--- src/rtl/mioc_od_pkg.sv ---
// Shared definitions for the open-drain single-wire link: receiver state
// encoding and the default timing used by both line ends.
package mioc_od_pkg;

  typedef enum logic [1:0] {
    IDLE = 2'd0,
    LOW  = 2'd1,
    HIGH = 2'd2
  } od_state_e;

  localparam int unsigned FILT_LEN = 3;
  localparam int unsigned CNT_W    = 12;
  localparam int unsigned BIT1_MAX = 60;
  localparam int unsigned RST_MIN  = 400;
  localparam int unsigned IDLE_TO  = 1000;

endpackage

--- src/rtl/mioc_od_filt.sv ---
// Two-flop synchronizer and glitch filter for the raw open-drain line.
// Produces the filtered level plus one-cycle fall/rise strobes aligned with it.
module mioc_od_filt
  import mioc_od_pkg::*;
#(
  parameter int unsigned FILT_LEN = mioc_od_pkg::FILT_LEN
) (
  input  logic clk,
  input  logic rst_n,
  input  logic od_in,
  output logic lvl,
  output logic fall,
  output logic rise
);

  localparam int unsigned FC_W = (FILT_LEN < 2) ? 1 : $clog2(FILT_LEN);
  localparam logic [FC_W-1:0] FC_LAST = FC_W'(FILT_LEN - 1);

  logic            sync1_q, sync1_d;
  logic            sync2_q, sync2_d;
  logic            lvl_q, lvl_d;
  logic            fall_q, fall_d;
  logic            rise_q, rise_d;
  logic [FC_W-1:0] fcnt_q, fcnt_d;

  // The level flips on the FILT_LEN-th consecutive differing sample;
  // any sample equal to the current level restarts the count.
  always_comb begin
    sync1_d = od_in;
    sync2_d = sync1_q;
    lvl_d   = lvl_q;
    fcnt_d  = '0;
    if (sync2_q != lvl_q) begin
      if (fcnt_q == FC_LAST) begin
        lvl_d = sync2_q;
      end else begin
        fcnt_d = fcnt_q + 1'b1;
      end
    end
    fall_d = lvl_q & ~lvl_d;
    rise_d = ~lvl_q & lvl_d;
  end

  always_ff @(posedge clk) begin
    if (!rst_n) begin
      sync1_q <= 1'b1;
      sync2_q <= 1'b1;
      lvl_q   <= 1'b1;
      fcnt_q  <= '0;
      fall_q  <= 1'b0;
      rise_q  <= 1'b0;
    end else begin
      sync1_q <= sync1_d;
      sync2_q <= sync2_d;
      lvl_q   <= lvl_d;
      fcnt_q  <= fcnt_d;
      fall_q  <= fall_d;
      rise_q  <= rise_d;
    end
  end

  assign lvl  = lvl_q;
  assign fall = fall_q;
  assign rise = rise_q;

endmodule

--- src/rtl/mioc_od_rx.sv ---
// Open-drain single-wire receiver: measures filtered low pulses, decodes
// data 1 / data 0 / bus reset, and assembles bytes LSB first.
module mioc_od_rx
  import mioc_od_pkg::*;
#(
  parameter int unsigned FILT_LEN = mioc_od_pkg::FILT_LEN,
  parameter int unsigned CNT_W    = mioc_od_pkg::CNT_W,
  parameter int unsigned BIT1_MAX = mioc_od_pkg::BIT1_MAX,
  parameter int unsigned RST_MIN  = mioc_od_pkg::RST_MIN,
  parameter int unsigned IDLE_TO  = mioc_od_pkg::IDLE_TO
) (
  input  logic       clk,
  input  logic       rst_n,
  input  logic       od_in,
  output logic [7:0] data_out,
  output logic       data_valid,
  output logic       bit_valid,
  output logic       bit_val,
  output logic       bus_rst,
  output logic       frame_err,
  output logic       busy
);

  localparam logic [CNT_W-1:0] CNT_MAX = '1;
  localparam logic [CNT_W-1:0] CNT_ONE = CNT_W'(1);
  localparam logic [CNT_W-1:0] B1_LIM  = CNT_W'(BIT1_MAX);
  localparam logic [CNT_W-1:0] RST_LIM = CNT_W'(RST_MIN);
  localparam logic [CNT_W-1:0] ITO_LIM = CNT_W'(IDLE_TO);

  logic line_lvl, line_fall, line_rise;

  mioc_od_filt #(
    .FILT_LEN(FILT_LEN)
  ) u_filt (
    .clk  (clk),
    .rst_n(rst_n),
    .od_in(od_in),
    .lvl  (line_lvl),
    .fall (line_fall),
    .rise (line_rise)
  );

  od_state_e        state_q, state_d;
  logic [CNT_W-1:0] cnt_q, cnt_d, cnt_inc;
  logic [2:0]       bcnt_q, bcnt_d;
  logic [7:0]       sh_q, sh_d;
  logic [7:0]       data_out_q, data_out_d;
  logic             data_valid_q, data_valid_d;
  logic             bit_valid_q, bit_valid_d;
  logic             bit_val_q, bit_val_d;
  logic             bus_rst_q, bus_rst_d;
  logic             frame_err_q, frame_err_d;

  always_comb begin
    cnt_inc      = (cnt_q == CNT_MAX) ? cnt_q : cnt_q + 1'b1;
    state_d      = state_q;
    cnt_d        = cnt_q;
    bcnt_d       = bcnt_q;
    sh_d         = sh_q;
    data_out_d   = data_out_q;
    data_valid_d = 1'b0;
    bit_valid_d  = 1'b0;
    bit_val_d    = 1'b0;
    bus_rst_d    = 1'b0;
    frame_err_d  = 1'b0;

    case (state_q)
      IDLE: begin
        cnt_d = '0;
        if (line_fall) begin
          cnt_d   = CNT_ONE;
          state_d = LOW;
        end
      end

      LOW: begin
        cnt_d = cnt_inc;
        if (line_rise) begin
          cnt_d = '0;
          if (cnt_q >= RST_LIM) begin
            bus_rst_d = 1'b1;
            bcnt_d    = '0;
            sh_d      = '0;
            state_d   = IDLE;
          end else begin
            bit_valid_d = 1'b1;
            bit_val_d   = (cnt_q < B1_LIM);
            sh_d        = {bit_val_d, sh_q[7:1]};
            state_d     = HIGH;
            if (bcnt_q == 3'd7) begin
              data_out_d   = sh_d;
              data_valid_d = 1'b1;
              bcnt_d       = '0;
              sh_d         = '0;
            end else begin
              bcnt_d = bcnt_q + 1'b1;
            end
          end
        end
      end

      HIGH: begin
        cnt_d = cnt_inc;
        // A new pulse wins over a timeout landing in the same cycle.
        if (line_fall) begin
          cnt_d   = CNT_ONE;
          state_d = LOW;
        end else if (cnt_inc == ITO_LIM) begin
          frame_err_d = (bcnt_q != 3'd0);
          bcnt_d      = '0;
          sh_d        = '0;
          cnt_d       = '0;
          state_d     = IDLE;
        end
      end

      default: begin
        state_d = IDLE;
        cnt_d   = '0;
      end
    endcase
  end

  always_ff @(posedge clk) begin
    if (!rst_n) begin
      state_q      <= IDLE;
      cnt_q        <= '0;
      bcnt_q       <= '0;
      sh_q         <= '0;
      data_out_q   <= '0;
      data_valid_q <= 1'b0;
      bit_valid_q  <= 1'b0;
      bit_val_q    <= 1'b0;
      bus_rst_q    <= 1'b0;
      frame_err_q  <= 1'b0;
    end else begin
      state_q      <= state_d;
      cnt_q        <= cnt_d;
      bcnt_q       <= bcnt_d;
      sh_q         <= sh_d;
      data_out_q   <= data_out_d;
      data_valid_q <= data_valid_d;
      bit_valid_q  <= bit_valid_d;
      bit_val_q    <= bit_val_d;
      bus_rst_q    <= bus_rst_d;
      frame_err_q  <= frame_err_d;
    end
  end

  assign data_out   = data_out_q;
  assign data_valid = data_valid_q;
  assign bit_valid  = bit_valid_q;
  assign bit_val    = bit_val_q;
  assign bus_rst    = bus_rst_q;
  assign frame_err  = frame_err_q;
  assign busy       = (state_q == LOW) || (bcnt_q != 3'd0);

endmodule

--- config.mk ---
export PLATFORM = sky130hd
export DESIGN_NAME = mioc_od_rx
export DESIGN_NICKNAME = d
export VERILOG_FILES = /design/src/rtl/mioc_od_pkg.sv /design/src/rtl/mioc_od_filt.sv /design/src/rtl/mioc_od_rx.sv
export SDC_FILE = /design/constraint.sdc
export NUM_CORES = 1
export LEC_CHECK = 0
export ABC_AREA = 1
export CAP_MARGIN = 10
export CORE_ASPECT_RATIO = 0.7
export CORE_MARGIN = 2
export CORE_UTILIZATION = 60
export CTS_BUF_LIST = sky130_fd_sc_hd__clkbuf_2
export DETAILED_ROUTE_END_ITERATION = 12
export MAX_ROUTING_LAYER = met4
export PLACE_DENSITY_LB_ADDON = 0.08
export SYNTH_ARGS = -nofsm -noshare
export SYNTH_HDL_FRONTEND = slang
export SYNTH_SLANG_ARGS = --single-unit
--- constraint.sdc ---
create_clock -name clk -period 2.1 [get_ports clk]
set_input_delay 0.42 -clock clk [delete_from_list [all_inputs] [get_ports clk]]
set_output_delay 0.42 -clock clk [all_outputs]
set_load 0.02 [all_outputs]
Yosys cells after proc, flatten, opt, wreduce, memory -nomap -nowiden. Cells that the tools add are included.

Add/subtract/negate cells: 3. Magnitude comparators: 2. Equal/unequal tests: 12. Multiplexer cells: 29. Bitwise logic cells: 11. Reductions and logical operators: 11.

Operators by type and width (count): 2-to-1 mux 12 bit (4); 2-to-1 mux 8 bit (5); case mux 12 bit (3 select lines) (1); case mux 8 bit (2 select lines) (1); 2-to-1 mux 3 bit (5); adder 12 x 1 -> 12 bit, second input constant (1); == test 12 x 10 -> 1 bit, second input constant (1); == test 12 bit, second input constant (1); >= comparator 12 x 9 -> 1 bit, second input constant (1); < comparator 12 x 6 -> 1 bit, second input constant (1); 2-to-1 mux 2 bit (5); NOT 1 bit (9); AND reduction 4 bit (2); OR reduction 4 bit (2); 2-to-1 mux 1 bit (6); case mux 2 bit (3 select lines) (1); case mux 3 bit (2 select lines) (1); AND reduction 3 bit (2); == test 2 bit, second input constant (2); != test 2 x 1 -> 1 bit, second input constant (2); != test 2 bit, second input constant (2); adder 3 x 1 -> 3 bit, second input constant (1); == test 3 bit, second input constant (1); != test 3 x 2 -> 1 bit, second input constant (1); 9 further kinds (10).

Register bits: 45. Input bits: 3. Output and inout port bits: 14.

Logic depth before layout (Yosys ltp). Gate-level depths: netlist of run 1.

Depth in word-level cells: 6. Gate-level depth with buffers: 15. Gate-level depth less buffers: 15.

Cells and area by module. A second synthesis of run 1 with hierarchy kept.

Cell total of the unflattened synthesis: 312. Area total of the unflattened synthesis: 2252.2 sq um.

By module, submodules not included: mioc_od_rx (times used 1, cells an instance 287, area each 2013.2 sq um, seq. area each 740.7 sq um); mioc_od_filt (times used 1, cells an instance 25, area each 239.0 sq um, seq. area each 140.1 sq um).

Least setup slack after synthesis of run 1. Ideal clock, no wire load.

Path kind: register to register. Start point: reg cnt_q[0]. End point: reg sh_q[3]. Library setup time: 0.113 ns. Arrival: 1.792 ns. Path slack: 0.195 ns. Stages on the path, launching flop included: 14. Period minus slack after synthesis: 1.905 ns. Cells stage by stage: dfxtp_1 > ha_1 > inv_2 > nor2_8 > nand2_2 > o21ai_2 > nand2_1 > nor2_2 > nand3_2 > nand2_4 > nand3_4 > buf_6 > nor2_1 > nor2_1.

Cells in the longest elaborated chain, start to end: 5. Elaborated cells on any way between the ends: 10.

Ends and longest elaborated chain: start, declared (RTL line mioc_od_rx.sv:44) `logic [CNT_W-1:0] cnt_q, cnt_d, cnt_inc;`; start signal, assigned (RTL line mioc_od_rx.sv:138) `cnt_q <= cnt_d;`; adder 12 x 1 -> 12 bit or == test 12 bit (tied branches) (RTL line mioc_od_rx.sv:55) `cnt_inc = (cnt_q == CNT_MAX) ? cnt_q : cnt_q + 1'b1;`; 2-to-1 mux 12 bit (RTL line mioc_od_rx.sv:55); == test 12 x 10 -> 1 bit (RTL line mioc_od_rx.sv:108) `end else if (cnt_inc == ITO_LIM) begin`; != test 2 bit (no line); AND reduction 4 bit (no line); end signal, assigned (RTL line mioc_od_rx.sv:129) `sh_q <= '0;`; end signal, assigned (RTL line mioc_od_rx.sv:140) `sh_q <= sh_d;`; end, declared (RTL line mioc_od_rx.sv:46) `logic [7:0] sh_q, sh_d;`.

Several ways; a longest one is shown, not always the timed one. The select of a mux whose other input is x is not followed. A chain may end at the register's enable or synchronous reset.

Worst setup path in the final report of run 1.
Start point: reg cnt_q[5]. End point: reg sh_q[4].

Same word-level chain as after synthesis.

==> results by group, run 1 <==
Status
  • Run status: completed

Finish
  • Commonest non-fill, non-tap cells in the layout: 76 x nand2_1, 49 x inv_1, 37 x nor2_1
  • Layout area overhead: 21.63%
  • Most common cell after layout, fill and taps aside: nand2_1
  • Ant diodes: 0
  • Multi-input gate area in the final layout: 0.001219 mm^2
  • Finished Layout Cells: 404
  • Register area: 892.1 um^2
  • Core Util, Final: 76.61%
  • Final nets: 362
  • Share of layout cells above drive strength 1: 18.93%
  • FILL cells: 280

Routing
  • DRT antenna net count: 0
  • Via Count: 2151
  • Routed WL: 5326 um
  • Starting DRT DRC Count: 201
  • Routed WL per cell: 13.18 um
  • Vias/cell: 5.324
  • Drt drc: 0
  • Detailed-router iteration count before antenna repair: 5

Synthesis
  • Mapped Cells: 320
  • Cell area after technology mapping: 0.002227 mm^2
  • Leading area contributor after synthesis: dfxtp_1
  • Compound-Gate Fraction of Synth Area: 6.348%
  • Share of the synthesized area in the top cell type: 39.55%
  • Top cells by area, synth: dfxtp_1 40%, nand2_1 14%, inv_1 8.3%
  • Simple-gate area share of the yosys netlist: 40.17%
  • Distinct cells, synth: 31
  • Yosys warns: 0
  • #FFs+latches synth: 44
  • Adder-Cell Fraction of Synth Area: 3.371%
  • Seq/Total Area, Yosys: 39.55%
  • Mux cell area share after synthesis: 0%
  • Post-Syn Nets: 329
  • Syn avg cell area: 6.960 um^2
  • Xor/xnor cell area share of the yosys netlist: 0.7865%
  • Largest family of logic cells by synthesized area: simple AND/OR/NAND/NOR gates

Critical path
  • Critical path cell sequence: nand2_1 > nor2_4 > nand3_4 > nand2_1 > nand2_2 > nor2_2 > nand3_2 > nand2_4 > nand3_4 > nand2_1 > nand2_1 > nor2_1
  • Critical path class: flip-flop to flip-flop
  • CP arrival: 2.39 ns
  • Largest stage delay, worst path: 0.44 ns
  • Crit path buf inv count: 0
  • Most frequent CP cell: nand2_1
  • CP required: 2.49 ns
  • Setup crit start kind: flip-flop
  • CP max stage cell: dfxtp_2
  • Crit-path max FO: 8
  • Family with the most delay on the worst path: simple AND/OR/NAND/NOR gates
  • Crit. End Element: flip-flop

Die
  • Core Rows: 18
  • Die Span X: 76.82 um
  • DIE AREA: 0.004223 mm^2
  • IO Pins: 17
  • Die Y: 54.98 um
  • Initial Utilization: 62.99%
  • Core area: 0.003536 mm^2

Global routing
  • Largest net degree at the start of global routing: 20
  • Vias in the first global route: 1732
  • Total gr overflow: 0
  • GRT Util Overall: 25.99%
  • Wire length of the first global-routing pass: 8183 um
  • Initial antenna violation count: 0

Min path
  • Hold crit path type: flip-flop to flip-flop

Placed design
  • DP HPWL: 3787 um
  • Cells after DPL: 390
  • Port buffer count: 16
  • GPL Wtd Cong: 0.9388

STA
  • Final period utilization: 95.51%
  • Min Tclk post-route: 2.006 ns
  • RSZ-0062 raised after global routing: yes
  • Clock Skews: 0.02374 ns
  • Max Clk Rate: 498.6 MHz
  • Final TNS setup: 0 ns
  • Slew HR: 44.65%
  • Final hold viol count: 0
  • Final Max Tran Viols: 0
  • Final setup viols: 0
  • Fin Hold WS: 0.4527 ns
  • Actual slew at the worst max-slew pin: 0.8248 ns

Clocking
  • Max Buffers Root-to-Sink: 2
  • Clk slew on worst S/H paths: 0.25 ns
  • CTS H-tree lvls: 2
  • Clk Latency, worst-skew pair: 0.43 ns
  • Root Buffer: clkbuf_2
  • Sink Count: 44
  • CTS tree: built
  • CTS Hold Bufs: 0
  • Total CTS buffers: 5

Power
  • Power per cell area: 512.4 mW/mm^2
  • Leakage: 1.169 nW
  • Peak VDD IR: 0.4711 mV

Job
  • MaxCap Viol Count: 0
-- cells in the mapped netlist --
library cell  count
nand2_1          82
inv_1            49
dfxtp_1          44
nor2_1           41
nand3_1          20
nand4_1          16
a21oi_1          12
nor3_1            9
ha_1              6
clkbuf_1          5
nand2_2           4
nor2_2            4
o21ai_0           4
nand3_2           3
nand3_4           2
nor2_4            2
o21ai_2           2
or2_2             2
a211oi_1          1
a21boi_0          1
a31o_2            1
buf_6             1
inv_2             1
nand2_4           1
nor2_8            1
nor4_1            1
o211ai_1          1
o21ai_1           1
o21bai_1          1
xnor2_1           1
xor2_1            1
-- cell type report --
type                       count  share of cell area (%)
clock buffer                   5                  0.9238
multi-input combinational    222                   44.99
sequential                    44                   32.93
inverter                      50                   6.928
timing repair buffer          30                   10.21
tap                           50                   2.309
clock inverter                 3                   1.709
-- cells by family (layout without fill, tap and decap cells) --
logic type | Yosys count | after routing
xor gates and xnor gates | 2 | 2
and+or+nand+nor | 188 | 190
buffers and inverters | 56 | 88
DFF | 44 | 44
adders and majority gates | 6 | 6
AOI/OAI and AO/OA | 24 | 24
-- per-layer routing --
metal | track usage (%) | part of all wire (%)
met5 | - | 0
met4 | 6.364 | 1.3
met3 | 7.955 | 8.9
met2 | 35.38 | 40
met1 | 37.27 | 49
-- where the power goes --
| group | internal [mW] | switching (mW) |
|---|---|---|
| Combinational | 0.0162 | 0.0219 |
| Clock | 0.205 | 0.301 |
| Sequential | 0.841 | 0.00238 |
| Total | 1.06 | 0.325 |
-- metrics by stage --
| stage | total power [mW] | area (um^2) | worst slack, ns |
|---|---|---|---|
| after floorplan | 0.8798 | 2227 | 0.1951 |
| after global placement | 0.8962 | 2507 | 0.05129 |
| after detailed placement | 0.8968 | 2507 | -0.03283 |
| after CTS | 1.384 | 2585 | 0.01541 |
| after global routing | 1.428 | 2709 | -0.03753 |
| final | 1.388 | 2709 | 0.09435 |
-- flip-flops by register name (all words and copies together), names as in the netlist --
| signal | count |
|---|---|
| bcnt_q | 3 |
| bit_val | 1 |
| cnt_q | 12 |
| bit_valid | 1 |
| u_filt.sync1_q | 1 |
| u_filt.fcnt_q | 2 |
| sh_q | 7 |
| data_out | 8 |
| bus_rst | 1 |
| state_q | 2 |
| u_filt.fall | 1 |
| u_filt.sync2_q | 1 |
| data_valid | 1 |
| u_filt.lvl | 1 |
| u_filt.rise | 1 |
| frame_err | 1 |
-- path summary, 6_finish.rpt --
check                                                  from                          end  slack, ns  cells past startpoint
worst max register to register          cnt_q[5]$_SDFF_PN0_         sh_q[4]$_SDFFE_PN0P_       0.09                     12
worst min register to register  u_filt.fcnt_q[0]$_SDFF_PP0_  u_filt.fcnt_q[0]$_SDFF_PP0_       0.45                      1
worst max-delay path                    cnt_q[5]$_SDFF_PN0_         sh_q[4]$_SDFFE_PN0P_       0.09                     12
worst min-delay path            u_filt.fcnt_q[0]$_SDFF_PP0_  u_filt.fcnt_q[0]$_SDFF_PP0_       0.45                      1
-- timing repair --
action                     in CTS  in global routing
gates resized for setup         2                 25
cloned                          0                  2
setup buffers                   0                  4
pin swaps                       0                 10
setup endpoints to repair       6                 23
No activity file was read; power rests on OpenSTA's default activity.
==> run 2: changes to the inputs <==
--- a/config.mk
+++ b/config.mk
@@ -14,6 +14,8 @@
 export DETAILED_ROUTE_END_ITERATION = 12
 export MAX_ROUTING_LAYER = met4
 export PLACE_DENSITY_LB_ADDON = 0.08
+export SKIP_LAST_GASP = 1
+export SLEW_MARGIN = 20
 export SYNTH_ARGS = -nofsm -noshare
 export SYNTH_HDL_FRONTEND = slang
 export SYNTH_SLANG_ARGS = --single-unit
==> constraint.sdc (replaced) <==
create_clock -name clk -period 2.1 [get_ports clk]
set_input_delay 0.42 -clock clk [delete_from_list [all_inputs] [get_ports clk]]
set_output_delay 0.42 -clock clk [all_outputs]
set_load 0.05 [all_outputs]
==> run 2 against run 1 <==
- power decreased by 0.10%
- fmax decreased by 2.1%
- clock-buffer cell count unchanged
- combinational power increased by 5%
- final cell count increased by 1.2%
- via count increased by 5.6%
- die area unchanged
- critical path depth decreased by 11
- design area increased by 2.1%
- first-iteration DRC count increased by 20%
- global-route usage increased by 1.4 points
- clock power about the same
==> results by group, run 2 (synthesis results as in run 1) <==
Finish
  • Ant diodes: 0 (unchanged)
  • Register area: 892.1 um^2 (unchanged)
  • Share of layout cells above drive strength 1: 20.61% (+1.7 points)
  • Core Util, Final: 78.24% (+1.6 points)
  • Most common cell after layout, fill and taps aside: nand2_1
  • FILL cells: 248 (-11%)
  • Largest register by flop count: cnt_q
  • Final nets: 367 (+1.4%)
  • Finished Layout Cells: 409 (+1.2%)
  • Largest register FFs: 12 (unchanged)
  • Commonest non-fill, non-tap cells in the layout: 77 x nand2_1, 48 x inv_1, 38 x nor2_1
  • Multi-input gate area in the final layout: 0.001216 mm^2 (-0.21%)
  • Layout area overhead: 24.21%

Die
  • Die Span X: 76.82 um (unchanged)
  • Core Rows: 18 (unchanged)
  • Core area: 0.003536 mm^2 (unchanged)
  • DIE AREA: 0.004223 mm^2 (unchanged)
  • IO Pins: 17 (unchanged)
  • Die Y: 54.98 um (unchanged)
  • Initial Utilization: 62.99% (unchanged)

Clocking
  • Clk slew on worst S/H paths: 0.26 ns (about the same)
  • Sink Count: 44 (unchanged)
  • Clk Latency, worst-skew pair: 0.44 ns (about the same)
  • Max Buffers Root-to-Sink: 2 (unchanged)
  • Root Buffer: clkbuf_2
  • CTS tree: built
  • Total CTS buffers: 5 (unchanged)
  • CTS H-tree lvls: 2 (unchanged)

Routing
  • Starting DRT DRC Count: 242 (+20%)
  • Detailed-router iteration count before antenna repair: 5 (unchanged)
  • Routed WL per cell: 13.77 um (+4.5%)
  • Routed WL: 5633 um (+5.8%)
  • Via Count: 2272 (+5.6%)
  • Drt drc: 0 (unchanged)
  • Vias/cell: 5.555 (+4.3%)
  • DRT antenna net count: 0 (unchanged)

Critical path
  • Crit. Startpoint: data_out[7]$_SDFFE_PN0P_
  • Crit-path max FO: 2 (-6)
  • CP max stage cell: clkdlybuf4s50_1
  • RR Endpoint: cnt_q[7]$_SDFF_PN0_
  • RR Startpoint: cnt_q[5]$_SDFF_PN0_
  • R2r setup slk: 0.10 ns (about the same)
  • Crit. End Element: output pin
  • Family with the most delay on the worst path: buffers and inverters
  • CP required: 1.68 ns (-0.81 ns)
  • CP arrival: 1.63 ns (-0.76 ns)
  • Critical path class: flip-flop to output pin
  • Setup crit start kind: flip-flop
  • Critical path cell sequence: clkdlybuf4s50_1
  • Crit path buf inv count: 1 (+1)
  • Worst R2R Path Depth: 9 (-3)
  • Largest stage delay, worst path: 0.80 ns (+0.36 ns)

Power
  • Clock Power Share: 36.3% (-0.2 points)
  • Flop pwr share: 60.9% (about the same)
  • Power per cell area: 501.2 mW/mm^2 (-2.2%)
  • Switching part of the total: 23.35% (-0.095 points)
  • Internal power: 1.063 mW (about the same)
  • Leakage: 1.324 nW (+13%)
  • Peak VDD IR: 0.5018 mV (+6.5%)
  • Net switching power: 323.7 uW (-0.51%)
  • Logic pwr share: 2.9% (+0.2 points)

STA
  • Max Clk Rate: 488.1 MHz (-2.1%)
  • Fin Hold WS: 0.4394 ns (-0.01325 ns)
  • Clock Skews: 0.02732 ns (+0.003581 ns)
  • Min Tclk post-route: 2.049 ns (+0.04305 ns)
  • Final period utilization: 97.56% (+2.1 points)
  • Final hold viol count: 0 (unchanged)
  • Slew HR: 45.33% (+0.68 points)
  • Final Max Tran Viols: 0 (unchanged)
  • Actual slew at the worst max-slew pin: 0.8146 ns (-0.01014 ns)
  • Setup WS post-layout: 0.05130 ns (-0.04305 ns)
  • Final TNS setup: 0 ns (unchanged)
  • Final setup viols: 0 (unchanged)

Global routing
  • Vias in the first global route: 1831 (+5.7%)
  • Largest net degree at the start of global routing: 20 (unchanged)
  • Initial antenna violation count: 0 (unchanged)
  • Wire length of the first global-routing pass: 8590 um (+5.0%)
  • Total gr overflow: 0 (unchanged)
  • GRT Util Overall: 27.37% (+1.4 points)

Placed design
  • Port buffer count: 16 (unchanged)
  • Pre-CTS setup slack: -0.03086 ns (+0.001960 ns)
  • Cells after DPL: 390 (unchanged)
  • DP HPWL: 3843 um (+1.5%)
  • GPL Wtd Cong: 0.9424 (+0.38%)

Status
  • Run status: completed

Min path
  • Hold crit path type: flip-flop to flip-flop
  • Hold path depth: 1 (unchanged)
  • Min-Delay Startpoint: u_filt.fcnt_q[0]$_SDFF_PP0_
  • Hold endpoint: u_filt.fcnt_q[0]$_SDFF_PP0_

Job
  • MaxCap Viol Count: 0 (unchanged)
[run 2: cell count changes in the layout (fill, tap and decap cells not counted), sizes merged]
cell	previous run	this run
dlygate4sd2	1	0
dlymetal6s2s	0	7
clkdlybuf4s50	15	8
buf	14	20
[run 2: final cells by class]
type,count,share of cell area (%)
multi-input cells,222,43.96
flip-flops and latches,44,32.25
repair buffers,35,12.08
inverters,50,6.875
well taps,50,2.261
clock inverters,3,1.673
clock buffers,5,0.9046
[run 2: metrics by stage]
stage	area (um^2)	total power [mW]
global placement	2505	0.8973
floorplan	2227	0.8809
global route	2766	1.435
CTS	2595	1.392
detailed placement	2505	0.8978
finish	2766	1.386
[run 2: timing repair]
item                                   4_1_cts  5_1_grt
gates resized for setup                      2       35
endpoints found under the hold margin        0        0
gates cloned                                 1        1
pin swaps                                    0       13
setup buffers                                0        9
hold buffers                                 0        0
setup endpoints to repair                   10       29
[run 2: power by group through the flow]
stage	logic (mW)	registers (mW)	clock network [mW]
after floorplan	0.0220	0.859	0
after global placement	0.0379	0.859	0
after detailed placement	0.0382	0.860	0
after CTS	0.0386	0.844	0.510
after global routing	0.0451	0.845	0.545
final	0.0399	0.844	0.503
[run 2: worst max-delay path by stage]
stage,to,depth (start not counted)
after floorplan,sh_q[3]$_SDFFE_PN0P_,13
after global placement,sh_q[6]$_SDFFE_PN0P_,12
after detailed placement,bcnt_q[0]$_SDFFE_PN0P_,13
after CTS,sh_q[7]$_SDFFE_PN0P_,13
after global routing,bcnt_q[0]$_SDFFE_PN0P_,14
final,data_out[7],1
[run 2: layer usage]
layer	track usage, %	vias to the layer above	share of wire [%]
li1	-	1092	-
met1	36.76	1030	45
met2	39.18	132	42
met3	8.442	18	10
met4	10.00	0	2.0
met5	-	-	0
